**src/rtl/dm_sized_port.sv**
```systemverilog
// Byte/half/word big-endian data memory with a valid/ready request port and a one-entry registered response slot.
// Optional misalignment faulting is enabled by defining DM_ALIGN_CHECK_EN.
module dm_sized_port #(
    parameter int unsigned MEM_BYTES = 32,
    parameter int unsigned ADDR_W    = 32
) (
    input  logic              clk,
    input  logic              rst_n,
    input  logic              req_valid,
    output logic              req_ready,
    input  logic              req_we,
    input  logic [1:0]        req_size,
    input  logic              req_unsigned,
    input  logic [ADDR_W-1:0] req_addr,
    input  logic [31:0]       req_wdata,
    output logic              rsp_valid,
    input  logic              rsp_ready,
    output logic [31:0]       rsp_rdata,
    output logic              rsp_err
);

    localparam int unsigned IDX_W = $clog2(MEM_BYTES);

    logic [7:0]        mem_q [MEM_BYTES];
    logic              rsp_valid_q, rsp_valid_d;
    logic [31:0]       rsp_rdata_q, rsp_rdata_d;
    logic              rsp_err_q, rsp_err_d;

    logic [2:0]        n_s;
    logic              size_bad_s;
    logic              misalign_s;
    logic              range_bad_s;
    logic              fault_s;
    logic              accept_s;
    logic              store_en_s;
    logic [ADDR_W:0]   last_s;
    logic [IDX_W-1:0]  idx_s;
    logic [5:0]        sh_s;
    logic [31:0]       rd_raw_s;
    logic [31:0]       wr_aligned_s;
    logic [IDX_W-1:0]  off_s [MEM_BYTES];
    logic              we_s  [MEM_BYTES];
    logic [7:0]        wd_s  [MEM_BYTES];

    function automatic logic [31:0] extend(input logic [31:0] v, input logic [1:0] size, input logic uns);
        logic [31:0] r;
        case (size)
            2'b00:   r = {{24{~uns & v[7]}}, v[7:0]};
            2'b01:   r = {{16{~uns & v[15]}}, v[15:0]};
            default: r = v;
        endcase
        return r;
    endfunction

    // Decode access size into a byte count.
    always_comb begin
        size_bad_s = 1'b0;
        case (req_size)
            2'b00:   n_s = 3'd1;
            2'b01:   n_s = 3'd2;
            2'b10:   n_s = 3'd4;
            default: begin
                n_s        = 3'd4;
                size_bad_s = 1'b1;
            end
        endcase
    end

`ifdef DM_ALIGN_CHECK_EN
    // Natural-alignment check for half and word accesses.
    always_comb begin
        if (req_size == 2'b01) begin
            misalign_s = req_addr[0];
        end else if (req_size == 2'b10) begin
            misalign_s = (req_addr[1:0] != 2'b00);
        end else begin
            misalign_s = 1'b0;
        end
    end
`else
    assign misalign_s = 1'b0;
`endif

    // One extra bit on the last-byte address keeps accesses near the top of the address space from wrapping.
    assign last_s      = {1'b0, req_addr} + (ADDR_W+1)'(n_s - 3'd1);
    assign range_bad_s = (last_s >= (ADDR_W+1)'(MEM_BYTES));
    assign fault_s     = size_bad_s | range_bad_s | misalign_s;
    assign req_ready   = ~rsp_valid_q | rsp_ready;
    assign accept_s    = req_valid & req_ready;
    assign store_en_s  = accept_s & req_we & ~fault_s;
    assign idx_s       = req_addr[IDX_W-1:0];
    assign sh_s        = 6'd32 - {n_s, 3'b000};
    assign wr_aligned_s = req_wdata << sh_s;

    // Gather four bytes starting at the address, MSB first; unused tail bytes are shifted out.
    always_comb begin
        rd_raw_s = 32'h0000_0000;
        for (int k = 0; k < 4; k++) begin
            rd_raw_s[31-8*k -: 8] = mem_q[idx_s + IDX_W'(k)];
        end
    end

    // Per-byte write enables: a byte is written when its offset from the address is below the size.
    always_comb begin
        for (int i = 0; i < MEM_BYTES; i++) begin
            off_s[i] = IDX_W'(i) - idx_s;
            we_s[i]  = store_en_s & (int'(off_s[i]) < int'(n_s));
            wd_s[i]  = 8'(wr_aligned_s >> {2'd3 - off_s[i][1:0], 3'b000});
        end
    end

    // Storage array.
    always_ff @(posedge clk or negedge rst_n) begin
        if (!rst_n) begin
            for (int i = 0; i < MEM_BYTES; i++) begin
                mem_q[i] <= 8'h00;
            end
        end else begin
            for (int i = 0; i < MEM_BYTES; i++) begin
                if (we_s[i]) begin
                    mem_q[i] <= wd_s[i];
                end
            end
        end
    end

    // Response slot next state: load on accept, drop on consume, otherwise hold.
    always_comb begin
        rsp_valid_d = rsp_valid_q;
        rsp_rdata_d = rsp_rdata_q;
        rsp_err_d   = rsp_err_q;
        if (accept_s) begin
            rsp_valid_d = 1'b1;
            rsp_err_d   = fault_s;
            if (fault_s || req_we) begin
                rsp_rdata_d = 32'h0000_0000;
            end else begin
                rsp_rdata_d = extend(rd_raw_s >> sh_s, req_size, req_unsigned);
            end
        end else if (rsp_ready) begin
            rsp_valid_d = 1'b0;
        end else begin
            rsp_valid_d = rsp_valid_q;
        end
    end

    // Response slot registers.
    always_ff @(posedge clk or negedge rst_n) begin
        if (!rst_n) begin
            rsp_valid_q <= 1'b0;
            rsp_rdata_q <= 32'h0000_0000;
            rsp_err_q   <= 1'b0;
        end else begin
            rsp_valid_q <= rsp_valid_d;
            rsp_rdata_q <= rsp_rdata_d;
            rsp_err_q   <= rsp_err_d;
        end
    end

    assign rsp_valid = rsp_valid_q;
    assign rsp_rdata = rsp_rdata_q;
    assign rsp_err   = rsp_err_q;

endmodule

```
**config.mk**
```make
export PLATFORM = sky130hd
export DESIGN_NAME = dm_sized_port
export DESIGN_NICKNAME = d
export VERILOG_FILES = /design/src/rtl/dm_sized_port.sv
export SDC_FILE = /design/constraint.sdc
export NUM_CORES = 1
export LEC_CHECK = 0
export CAP_MARGIN = 40
export CORE_UTILIZATION = 40
export DETAILED_ROUTE_END_ITERATION = 7
export PLACE_DENSITY = 0.65
export REMOVE_ABC_BUFFERS = 1
export SYNTH_ARGS = -nofsm -noshare
export SYNTH_HDL_FRONTEND = slang
export SYNTH_SLANG_ARGS = --single-unit
```
**constraint.sdc**
```tcl
create_clock -name clk -period 5.1 [get_ports clk]
set_input_delay 0.765 -clock clk [delete_from_list [all_inputs] [get_ports clk]]
set_output_delay 0.765 -clock clk [all_outputs]
set_load 0.02 [all_outputs]
```
# Yosys cells after proc, flatten, opt, wreduce, memory -nomap -nowiden
# Cells that the tools add are included.
[word_totals]
output_inout_bits = 35
word_cells = 246
reg_bits = 290
input_bits = 72
[classes]
n_reduce_logical = 4
addsub = 70
shifts = 34
bitwise_logic = 46
order_cmp = 37
muxes = 18
eq_ne = 2
[op_table]
columns = ["op", "n"]
rows = [
  ["$shr A32 B5 Y8", 32],
  ["$bmux W8 S5", 4],
  ["$lt A5 B3 Y1", 32],
  ["$sub A5 B5 Y5 const A", 16],
  ["$mux W8", 8],
  ["$pmux W32 S2", 1],
  ["$sub A2 B2 Y2 const A", 32],
  ["$sub A4 B5 Y5 const A", 8],
  ["$and A1 B1 Y1", 37],
  ["$add A32 B33 Y33", 1],
  ["$ge A33 B6 Y1 const B", 1],
  ["$mux W32", 1],
  ["$shl A32 B6 Y32", 1],
  ["$shr A32 B6 Y32", 1],
  ["$ge A6 B6 Y1 const B", 4],
  ["$not A5 Y6", 4],
  ["$sub A3 B5 Y5 const A", 4],
  ["$add A5 B2 Y5 const B", 2],
  ["$sub A1 B5 Y5 const A", 2],
  ["$sub A2 B5 Y5 const A", 2],
  ["$pmux W3 S2", 1],
  ["$sub A6 B6 Y6 const A", 1],
  ["$add A5 B1 Y5 const B", 1],
  ["$sub A3 B1 Y4 const B", 1],
  ["9 further kinds", 14],
]

# Longest topological paths before layout
# Gate-level depths: netlist of run 1.
[logic_depth]
depth_word = 9
depth_mapped = 21
ltp_nobuf = 16

# Worst setup path after synthesis of run 1
# OpenSTA, ideal clock, no wires.
[synth_path]
kind = "input-to-reg"
from = "in req_size[1]"
to = "reg mem_q[184] (netlist bit)"
t_required_ns = 4.972
path_stages = 21
t_arrival_ns = 5.540
setup_ns = 0.128
path_slack_ns = -0.568
path_cell_list = "nor2_1 inv_2 buf_1 clkbuf_1 clkbuf_1 ha_1 xnor2_1 inv_1 ha_1 o211ai_1 nor4_2 o31ai_1 a21oi_1 o41ai_1 a2111o_1 nor4_4 and4_1 buf_6 buf_8 nand4_4 mux2_1"
[synth_via]
elab_chain_cells = 9
[synth_rtl]
columns = ["item", "line_no", "rtl"]
rows = [
  ["from (decl)", "12", "input logic [1:0] req_size,"],
  ["$eq A2 B1 Y1 / $logic_not A2 Y1 (equally long branches)", "58", "case (req_size)"],
  ["$pmux W3 S2", "58", ""],
  ["$sub A3 B1 Y4", "85", "assign last_s = {1'b0, req_addr} + (ADDR_W+1)'(n_s - 3'd1);"],
  ["$add A32 B33 Y33", "85", ""],
  ["$ge A33 B6 Y1", "86", "assign range_bad_s = (last_s >= (ADDR_W+1)'(MEM_BYTES));"],
  ["$or A1 B1 Y1", "87", "assign fault_s = size_bad_s | range_bad_s | misalign_s;"],
  ["$not A1 Y1", "90", "assign store_en_s = accept_s & req_we & ~fault_s;"],
  ["$and A1 B1 Y1", "90", ""],
  ["$and A1 B1 Y1", "107", "we_s[i] = store_en_s & (int'(off_s[i]) < int'(n_s));"],
  ["to (signal, indexed assignment)", "121", "mem_q[i] <= wd_s[i];"],
  ["to (decl)", "24", "logic [7:0] mem_q [MEM_BYTES];"],
]
# Several ways; a longest one is shown, not always the timed one.
# A chain may end at the register's enable or synchronous reset.

# Final worst setup path of run 1
[layout_path]
from = "in req_size[0]"
to = "reg mem_q[185] (netlist bit)"
# The elaborated chain is that of the path after synthesis.

==> metrics, run 1 <==
aggregate global routing overflow 0; leakage between 0.01 and 0.015 µW; P_sw 1902 µW; GPL Wtd Cong just under 1; Flop pwr share 0.382; CP Class in -> reg; sequence of cells on the critical path dlymetal6s2s_1, nor2_4, inv_1, ha_1, xnor2_2, inv_1, ha_2, o211ai_1, nor4_2, buf_4, nor3_1, o21bai_1, buf_4, a31oi_1, xor2_1, o2111a_2, and4_2, buf_12, buf_12, nand4_4, mux2_4; syn_area_per_cell about 13 µm²; CTS Root Cell clkbuf_16; RSZ-0062 raised after global routing no; P&R area growth vs syn 17.92%; clk_skew about 17 ps; wire per inst roughly 30 µm; Fmax roughly 210 MHz; hold buffer count at cts 0; Slew Viols, Final 0; CTS tree yes; Post-route DRC 0; clock buffer depth 3; Hold Path Class in -> async; Initial Utilization 0.4082; GRT busiest layer met2; largest net degree at the start of global routing between 100 and 150; GR Util met1 0.3582; DRT iter0 DRCs approximately 2200; Final setup viols 0; flop-to-flop setup slack between 2000 and 2500 ps; # IOs about 110; worst endpoint data arrival time 5310 ps; Reg2Reg Depth 9; fin nets roughly 2200; Post-Syn Instances between 1500 and 2000; Clock power frac 0.385; Async SR Flop Fraction 1.000; CP Capture Type flop; Final Hold Vio Count 0; vias per cell 6.653; antenna cells 0; site row count 88; status finished clean; Crit Path Max Fanout 13; Reg clk slew, reported paths 60 ps; DR pass1 iterations 7; final worst slack approximately 260 ps; met2 usage 0.4576; via count ~19000; Crit path largest cell delay around 430 ps; Switching Share 0.3158; Min Hold Slack 158.5 ps; Cell Int Power 4122 µW; initial antenna violation count 2; Combinational Power Share 0.232; vias in the first global route 19458; Post-synth EDFFs 0; Final ANT Viol Nets 0; sink count of the clock tree 290; Warnings, synthesis 0; CP required approximately 5600 ps; Mapped Area 0.02373 mm²; critical path's slowest cell nor4_2; I/O Buffers 106; Synth Register Bits 290; Die Wd between 200 and 250 µm; WL final between 80 and 90 mm; dpl hpwl roughly 62 mm; Reg2Reg Launch Point rsp_valid$_DFFE_PN0P_; Final Cycle Share 0.9488; minimum clock period about 4800 ps; max_slew headroom 0.3799; Seq/Total Area, Yosys 0.3058; reg2reg end mem_q[185]$_DFFE_PN0P_; worst vdd ir between 200 and 300 µV; CORE AREA between 0.05 and 0.06 mm²; Worst-Margin Slew 930.2 ps; CTS Buf Count 31; GR Layer Usage met3 0.07585; first-pass GRT wire length 128.3 mm; htree depth 1; share of cells above drive strength 1 0.3789; Startpoint Class input port; die area 0.06031 mm²; Clk Latency, worst-skew pair 590 ps; pre-CTS setup slack -626.5 ps; Power per Cell Area between 200 and 250 mW/mm²; maxcap violations 0; Main synth FF type dfrtp_1; Synth cell types 71; GRT Total Usage 0.2882; Die Ht approximately 250 µm
cell usage in the layout, fill, tap and decap left out, drive strengths merged, types with 5 or more instances in the layout:
cell             n
mux4           307
dfrtp          290
mux2           263
nand2          187
buf            144
clkdlybuf4s50   98
a21oi           94
nor2            90
o21ai           79
mux2i           57
ha              51
nand4           42
clkbuf          40
nand3           31
xnor2           30
conb            23
o211ai          17
a22o            16
nor3            16
inv             16
nor2b           15
and2            14
a211oi          12
o22ai           12
clkinv          12
a221oi          11
xor2            11
nand2b           9
nor4             9
a31oi            8
a21o             7
or3              6
o31ai            6
o21a             5
critical path, delay by kind of cell:
family          cells  cell delay, ps
simple gates        5            1200
buf+inv             7            1090
compound gates      4             780
fa+ha+maj           2             590
xor+xnor            2             440
mux                 1             410
layout make-up:
class	instances	area, µm²
tap	765	957.2
clock buffer	40	829.5
fill	5153	30150
multi-input combinational	1479	16080
sequential	290	7257
clock inverter	14	173.9
timing repair buffer	244	2614
inverter	18	67.56
through the flow:
| step | setup TNS, ps | area (µm²) | std cells | total power, µW | utilization |
|---|---|---|---|---|---|
| 2_1_floorplan | -912290 | 23250 | 1787 | 3069 | - |
| 3_3_place_gp | -121870 | 26880 | 2788 | 3688 | 0.4624 |
| 3_5_place_dp | -136660 | 26910 | 2792 | 3708 | 0.4630 |
| 4_1_cts | 0 | 27940 | 2848 | 6021 | 0.4805 |
| 5_1_grt | 0 | 27980 | 2850 | 6241 | 0.4813 |
| 6_report | 0 | 27980 | 2850 | 6024 | 0.4813 |
cells by family (layout without fill, tap and decap cells):
group / after synthesis / after routing / synth area share
muxes: 627 / 627 / 0.4402
other: 1 / 23 / 0.0001580
DFF: 290 / 290 / 0.3058
xor gates and xnor gates: 41 / 41 / 0.01513
and+or+nand+nor: 435 / 435 / 0.1046
AOI/OAI and AO/OA: 301 / 301 / 0.07988
buffers and inverters: 147 / 316 / 0.02652
adders and majority gates: 52 / 52 / 0.02773
worst max-delay path by stage:
stage / from / to / cells past startpoint
6_report: req_size[0] / mem_q[185]$_DFFE_PN0P_ / 21
5_1_grt: req_size[0] / mem_q[185]$_DFFE_PN0P_ / 21
4_1_cts: req_size[1] / mem_q[185]$_DFFE_PN0P_ / 19
3_5_place_dp: req_size[1] / mem_q[84]$_DFFE_PN0P_ / 20
3_3_place_gp: req_size[1] / mem_q[80]$_DFFE_PN0P_ / 20
2_1_floorplan: req_size[1] / mem_q[224]$_DFFE_PN0P_ / 16
power groups by stage:
| stage | sequential (µW) | combinational [µW] | clock, µW |
|---|---|---|---|
| after floorplan | 2350 | 724 | 0 |
| after global placement | 2340 | 1340 | 0 |
| after detailed placement | 2340 | 1360 | 0 |
| after CTS | 2300 | 1370 | 2350 |
| after global routing | 2300 | 1500 | 2440 |
| final | 2300 | 1400 | 2320 |
repair_timing:
action                                  CTS  global route
buffers inserted                          2             2
gates resized for setup                   1             9
endpoints found under the setup margin    9           272
pin swaps                                 0             5
state kept, by name, indices dropped and copies added (netlist names):
register	cells
rsp_rdata	32
rsp_valid	1
mem_q	256
rsp_err	1
Yosys cell counts, drive strengths merged (9+ instances only):
cell | count | area, µm²
mux4 | 307 | 6914
inv | 15 | 56.30
nor2b | 15 | 93.84
dfrtp | 290 | 7257
a22o | 16 | 140.1
xnor2 | 30 | 262.8
clkbuf | 73 | 274.0
nand4 | 42 | 698.2
nand3 | 31 | 155.2
and2 | 14 | 87.58
a211oi | 12 | 90.09
xor2 | 11 | 96.34
mux2 | 263 | 2962
o22ai | 12 | 75.07
nor3 | 16 | 90.09
o211ai | 17 | 132.6
nor2 | 90 | 337.8
o21ai | 79 | 395.4
nand2 | 187 | 701.9
nor4 | 9 | 107.6
mux2i | 57 | 570.6
buf | 56 | 287.8
nand2b | 9 | 56.30
ha | 51 | 638.1
a21oi | 94 | 474.2
a221oi | 11 | 96.34
routing by layer:
layer	up-vias	part of all wire
met1	9741	0.37
met2	1111	0.47
met3	249	0.10
met4	2	0.060
li1	7859	-
met5	-	0.00015
(Power assumes the default switching activity.)
==> run 2: changes to the inputs <==
--- a/config.mk
+++ b/config.mk
@@ -8,6 +8,7 @@
 export CAP_MARGIN = 40
 export CORE_UTILIZATION = 40
 export DETAILED_ROUTE_END_ITERATION = 7
+export GPL_ROUTABILITY_DRIVEN = 0
 export PLACE_DENSITY = 0.65
 export REMOVE_ABC_BUFFERS = 1
 export SYNTH_ARGS = -nofsm -noshare
==> metrics, run 2 (synthesized netlist as in run 1, its figures left out) <==
status finished clean (unchanged); Combinational Power Share 0.211 (was 0.232); met2 usage 0.4301 (was 0.4576); site row count 88 (unchanged); Final Cycle Share 0.9432 (was 0.9488); aggregate global routing overflow 0 (unchanged); via count 19383 (was 18962); area occupied by multi-input gates 0.01609 mm² (was 0.01608 mm²); Startpoint Class input port (unchanged); # IOs 107 (unchanged); CORE AREA 0.05814 mm² (unchanged); initial antenna violation count 4 (was 2); GR Util met1 0.3623 (was 0.3582); wire per inst 29.99 µm (was 30.11 µm); CP Capture Type flop (unchanged); P_sw 1995 µW (was 1902 µW); Reg clk slew, reported paths 60 ps (about the same); placed cell area 0.02676 mm² (was 0.02691 mm²); DR pass1 iterations 8 (was 7); P&R area growth vs syn 19.72% (was 17.92%); share of cells above drive strength 1 0.3875 (was 0.3789); sink count of the clock tree 290 (unchanged); Initial Utilization 0.4082 (unchanged); Fmax 207.9 MHz (was 206.7 MHz); dpl hpwl 58.85 mm (was 62.06 mm); clk_skew 12.21 ps (was 16.68 ps); Final ANT Viol Nets 0 (unchanged); CTS tree yes (unchanged); Die Wd 245.6 µm (unchanged); Final setup viols 0 (unchanged); commonest non-fill, non-tap cell in the layout mux4_2 (unchanged); Switching Share 0.3026 (was 0.3158); Biggest register mem_q (unchanged); vias per cell 6.749 (was 6.653); first-pass GRT wire length 127.6 mm (was 128.3 mm); Reg area 0.007257 mm² (unchanged); worst endpoint data arrival time 5250 ps (was 5310 ps); Flop pwr share 0.349 (was 0.382); hold buffer count at cts 0 (unchanged); minimum clock period 4810 ps (was 4839 ps); die area 0.06031 mm² (unchanged); htree depth 2 (was 1); fin nets 2205 (was 2188); Worst-Margin Slew 933.7 ps (was 930.2 ps); Post-route DRC 0 (unchanged); Crit Path Max Fanout 16 (was 13); Filler Cells Inserted 5031 (was 5153); DRT iter0 DRCs 2252 (was 2164); GRT Total Usage 0.2883 (was 0.2882); most frequent cells in the layout mux4_2 (307), dfrtp_1 (290), mux2_2 (224) (unchanged); Cell Int Power 4596 µW (was 4122 µW); WL final 86.13 mm (was 85.82 mm); Power, Total 6591 µW (was 6024 µW); CTS Root Cell clkbuf_16 (unchanged); Clock power frac 0.440 (was 0.385); CTS Buf Count 35 (was 31); I/O Buffers 106 (unchanged); Clk Latency, worst-skew pair 560 ps (was 590 ps); Final Hold Vio Count 0 (unchanged); max_slew headroom 0.3776 (was 0.3799); cell area after layout 0.02841 mm² (was 0.02798 mm²); leakage 0.01211 µW (was 0.01187 µW); Die Ht 245.6 µm (unchanged); worst vdd ir 194.5 µV (was 268.6 µV); CP required 5540 ps (was 5570 ps); max FFs per register 256 (unchanged); GRT busiest layer met2 (unchanged); RSZ-0062 raised after global routing no (unchanged); Slew Viols, Final 0 (unchanged); Power per Cell Area 232.0 mW/mm² (was 215.3 mW/mm²); CP Class in -> reg (unchanged); largest net degree at the start of global routing 143 (was 136); maxcap violations 0 (unchanged); clock buffer depth 3 (unchanged); GR Layer Usage met3 0.09680 (was 0.07585); vias in the first global route 19364 (was 19458); Hold Path Class in -> async (unchanged)
## run 2: changes by cell type in the layout (fill, tap and decap cells not counted), moves of 3 or more
cell and change:
clkbuf_8 +8, clkbuf_1 -5, buf_4 +12, bufinv_16 +3
clkinv_2 -5, clkbuf_16 +6
## run 2: area by class of cell
cell class / count / area share
clock buffers: 49 / 0.03770
diodes: 1 / 0.00008807
well taps: 765 / 0.03369
inverters: 18 / 0.002378
clock inverters: 13 / 0.008719
flip-flops and latches: 290 / 0.2554
repair buffers: 257 / 0.09556
multi-input cells: 1479 / 0.5665
## run 2: stage by stage
stage | worst slack, ps | setup TNS, ps | hold WS, ps | std cells | util
after global placement | -684.9 | -131450 | 468.0 | 2781 | 0.4600
final | 289.7 | 0 | 276.8 | 2872 | 0.4887
after global routing | 134.5 | 0 | 360.9 | 2871 | 0.4887
after detailed placement | -653.0 | -126800 | 477.1 | 2783 | 0.4602
after floorplan | -3536 | -912290 | 469.4 | 1787 | -
after CTS | 3.540 | 0 | 301.9 | 2857 | 0.4857
## run 2: path summary, 6_finish.rpt
check                                          from                         to  slack (ps)  depth (start not counted)
setup / recovery                        req_size[0]      mem_q[88]$_DFFE_PN0P_         290                         22
hold / removal                                rst_n     mem_q[123]$_DFFE_PN0P_         280                          1
setup reg to reg             mem_q[103]$_DFFE_PN0P_  rsp_rdata[24]$_DFFE_PN0P_        2170                          9
hold reg to reg            rsp_rdata[0]$_DFFE_PN0P_   rsp_rdata[0]$_DFFE_PN0P_         490                          2
max in group asynchronous                     rst_n      mem_q[78]$_DFFE_PN0P_        3640                          2
min in group clk           rsp_rdata[0]$_DFFE_PN0P_   rsp_rdata[0]$_DFFE_PN0P_         490                          2
## run 2: power groups by stage
stage                     logic, µW  registers (µW)  clock network [µW]
final                          1390            2300                2900
after global routing           1490            2300                3010
after CTS                      1350            2300                2920
after detailed placement       1340            2340                   0
after global placement         1320            2340                   0
after floorplan                 724            2350                   0
## run 2: critical path, cell delays in order
cell	delay, ps
dlymetal6s2s_1	210
nor2_4	180
inv_1	80
ha_1	240
xnor2_2	150
inv_1	80
ha_1	330
o211ai_1	110
buf_4	170
buf_4	130
nor4_2	260
nor2_1	110
xnor2_1	140
a2111o_1	420
a2111oi_0	330
and3_2	270
and4_2	300
buf_12	180
buf_12	120
nand4_4	80
buf_4	240
mux2_1	330
## run 2: per-layer routing
layer,vias up,part of all wire
met1,9810,0.36
met5,-,0.00062
met4,8,0.063
met3,289,0.13
met2,1380,0.44
li1,7896,-
## run 2: timing repair
item | CTS | global route
setup buffers | 12 | 13
resized for setup | 2 | 11
endpoints found under the hold margin | 0 | 0
endpoints found under the setup margin | 44 | 272
pin swaps | 2 | 5
==> run 3: changes to the inputs <==
--- a/config.mk
+++ b/config.mk
@@ -6,6 +6,7 @@
 export NUM_CORES = 1
 export LEC_CHECK = 0
 export CAP_MARGIN = 40
+export CORE_MARGIN = 5
 export CORE_UTILIZATION = 40
 export DETAILED_ROUTE_END_ITERATION = 7
 export GPL_ROUTABILITY_DRIVEN = 0
==> metrics, run 3 (synthesized netlist as in run 1, its figures left out) <==
area occupied by multi-input gates 0.01612 mm² (was 0.01609 mm²); maxcap violations 0 (unchanged); Final ANT Viol Nets 0 (unchanged); Die Ht 253.6 µm (was 245.6 µm); CORE AREA 0.05891 mm² (was 0.05814 mm²); crit-path leading delay family simple AND/OR/NAND/NOR gates (was buffers and inverters); status finished clean (unchanged); Reg area 0.007257 mm² (unchanged); share of cells above drive strength 1 0.3864 (was 0.3875); max FFs per register 256 (unchanged); die area 0.06430 mm² (was 0.06031 mm²); Power per Cell Area 223.7 mW/mm² (was 232.0 mW/mm²); I/O Buffers 106 (unchanged); Die Wd 253.6 µm (was 245.6 µm); clock buffer depth 3 (unchanged); Filler Cells Inserted 5026 (was 5031); flop-to-flop setup slack 2180 ps (was 2170 ps); Final Cycle Share 0.9206 (was 0.9432); CP Class in -> reg (unchanged); vias per cell 6.713 (was 6.749); critical path's slowest cell or3_4 (was a2111o_1); vias in the first global route 19284 (was 19364); Flop pwr share 0.364 (was 0.349); leakage 0.01202 µW (was 0.01211 µW); DRT iter0 DRCs 2228 (was 2252); Hold Path Class in -> async (unchanged); first-pass GRT wire length 128.1 mm (was 127.6 mm); P_sw 1975 µW (was 1995 µW); most frequent CP cell buf_4 (unchanged); DR pass1 iterations 7 (was 8); Startpoint Class input port (unchanged); Switching Share 0.3124 (was 0.3026); aggregate global routing overflow 0 (unchanged); sink count of the clock tree 290 (unchanged); Crit path largest cell delay 450 ps (was 420 ps); Worst-Margin Slew 941.9 ps (was 933.7 ps); Final Hold Vio Count 0 (unchanged); Biggest register mem_q (unchanged); Clk Latency, worst-skew pair 550 ps (was 560 ps); fin nets 2208 (was 2205); Initial Utilization 0.4029 (was 0.4082); WL final 85.85 mm (was 86.13 mm); most frequent cells in the layout mux4_2 (307), dfrtp_1 (290), mux2_2 (224) (unchanged); Reg clk slew, reported paths 50 ps (was 60 ps); setup_tns 0 ps (unchanged); CTS Root Cell clkbuf_16 (unchanged); Post-route DRC 0 (unchanged); Slew Viols, Final 0 (unchanged); dpl hpwl 59.29 mm (was 58.85 mm); Buf+Inv Stages, Crit Path 8 (unchanged); Fmax 213.0 MHz (was 207.9 MHz); Crit Path Max Fanout 8 (was 16); Combinational Power Share 0.219 (was 0.211); wire per inst 29.76 µm (was 29.99 µm); Cell Int Power 4347 µW (was 4596 µW); Power, Total 6322 µW (was 6591 µW); # IOs 107 (unchanged); largest net degree at the start of global routing 137 (was 143); initial antenna violation count 5 (was 4); GRT Total Usage 0.2651 (was 0.2883); CP required 5520 ps (was 5540 ps); commonest non-fill, non-tap cell in the layout mux4_2 (unchanged); sequence of cells on the critical path dlymetal6s2s_1, nor2_4, inv_1, ha_2, xnor2_2, inv_1, ha_4, o211ai_1, buf_4, nor4_4, nor3_1, o21bai_1, xor2_1, buf_4, nor3_1, buf_4, nor4_4, buf_4, nand4_4, or3_4, buf_12, mux2_2 (was dlymetal6s2s_1, nor2_4, inv_1, ha_1, xnor2_2, inv_1, ha_1, o211ai_1, buf_4, buf_4, nor4_2, nor2_1, xnor2_1, a2111o_1, a2111oi_0, and3_2, and4_2, buf_12, buf_12, nand4_4, buf_4, mux2_1); htree depth 2 (unchanged); CP Capture Type flop (unchanged); CTS Buf Count 35 (unchanged); Clock power frac 0.417 (was 0.440); P&R area growth vs syn 19.12% (was 19.72%); hold buffer count at cts 0 (unchanged); worst endpoint data arrival time 5110 ps (was 5250 ps); worst vdd ir 177.9 µV (was 194.5 µV); clk_skew 19.52 ps (was 12.21 ps); minimum clock period 4695 ps (was 4810 ps); Final setup viols 0 (unchanged); CTS tree yes (unchanged); via count 19368 (was 19383); max_slew headroom 0.3690 (was 0.3776); site row count 89 (was 88); RSZ-0062 raised after global routing no (unchanged)
run 3: cell types whose count changed in the layout (fill, tap and decap cells not counted), moves of 2 or more:
cell,previous run,this run
buf_4,110,119
buf_12,41,35
bufinv_16,7,3
clkbuf_1,2,6
clkbuf_8,10,6
mux2_1,36,39
mux2_4,3,0
clkinv_4,0,2
clkinvlp_4,0,2
diode_2,1,3
ha_1,48,46
run 3: worst reg2reg max path, stage by stage (launching register included):
cell,delay (ps)
dfrtp_1,440
mux4_2,490
mux2i_1,260
o311ai_0,150
a221oi_1,410
a21oi_1,210
and3_1,440
nor2_1,300
o21ai_0,110
run 3: path summary, 6_finish.rpt:
check	start	end	cells past startpoint
max	req_size[0]	mem_q[4]$_DFFE_PN0P_	22
min in group clk	rsp_rdata[0]$_DFFE_PN0P_	rsp_rdata[0]$_DFFE_PN0P_	2
max reg2reg	mem_q[71]$_DFFE_PN0P_	rsp_rdata[11]$_DFFE_PN0P_	8
min reg2reg	rsp_rdata[0]$_DFFE_PN0P_	rsp_rdata[0]$_DFFE_PN0P_	2
max in group asynchronous	rst_n	rsp_rdata[7]$_DFFE_PN0P_	2
min	rst_n	mem_q[76]$_DFFE_PN0P_	1
run 3: metal layers:
| layer | part of all wire | vias to the layer above | global-route usage | wire length, µm |
|---|---|---|---|---|
| li1 | - | 7944 | - | - |
| met1 | 0.37 | 9771 | 0.3461 | 31610 |
| met2 | 0.43 | 1365 | 0.3882 | 36680 |
| met3 | 0.14 | 282 | 0.1036 | 12270 |
| met4 | 0.061 | 6 | 0.1291 | 5252 |
| met5 | 0.00033 | - | 0 | 28 |
run 3: metrics by stage:
step                worst slack [ps]  utilization  hold slack (ps)  instance area (µm²)  instances
floorplan                      -3536            -            469.4                23250       1787
detailed placement            -670.0       0.4560            477.1                26860       2808
CTS                            42.05       0.4782            307.9                28170       2878
finish                         404.7       0.4799            230.9                28270       2885
global placement              -667.7       0.4558            470.4                26850       2806
global route                   220.5       0.4797            350.3                28260       2882
run 3: layout make-up:
class / count / share of cell area
clock inverters: 13 / 0.005665
diodes: 3 / 0.0002656
multi-input cells: 1479 / 0.5701
flip-flops and latches: 290 / 0.2567
repair buffers: 260 / 0.09419
well taps: 773 / 0.03421
clock buffers: 49 / 0.03647
inverters: 18 / 0.002390
run 3: power groups by stage:
stage	Sequential, µW	Combinational, µW	Clock [µW]
CTS	2300	1340	2660
global route	2300	1480	2750
global placement	2340	1310	0
detailed placement	2340	1330	0
floorplan	2350	724	0
finish	2300	1380	2640
run 3: repair_timing:
| action | 4_1_cts | 5_1_grt |
|---|---|---|
| resized for setup | 3 | 14 |
| pin swaps | 1 | 9 |
| endpoints found under the setup margin | 48 | 273 |
| setup buffers | 8 | 4 |
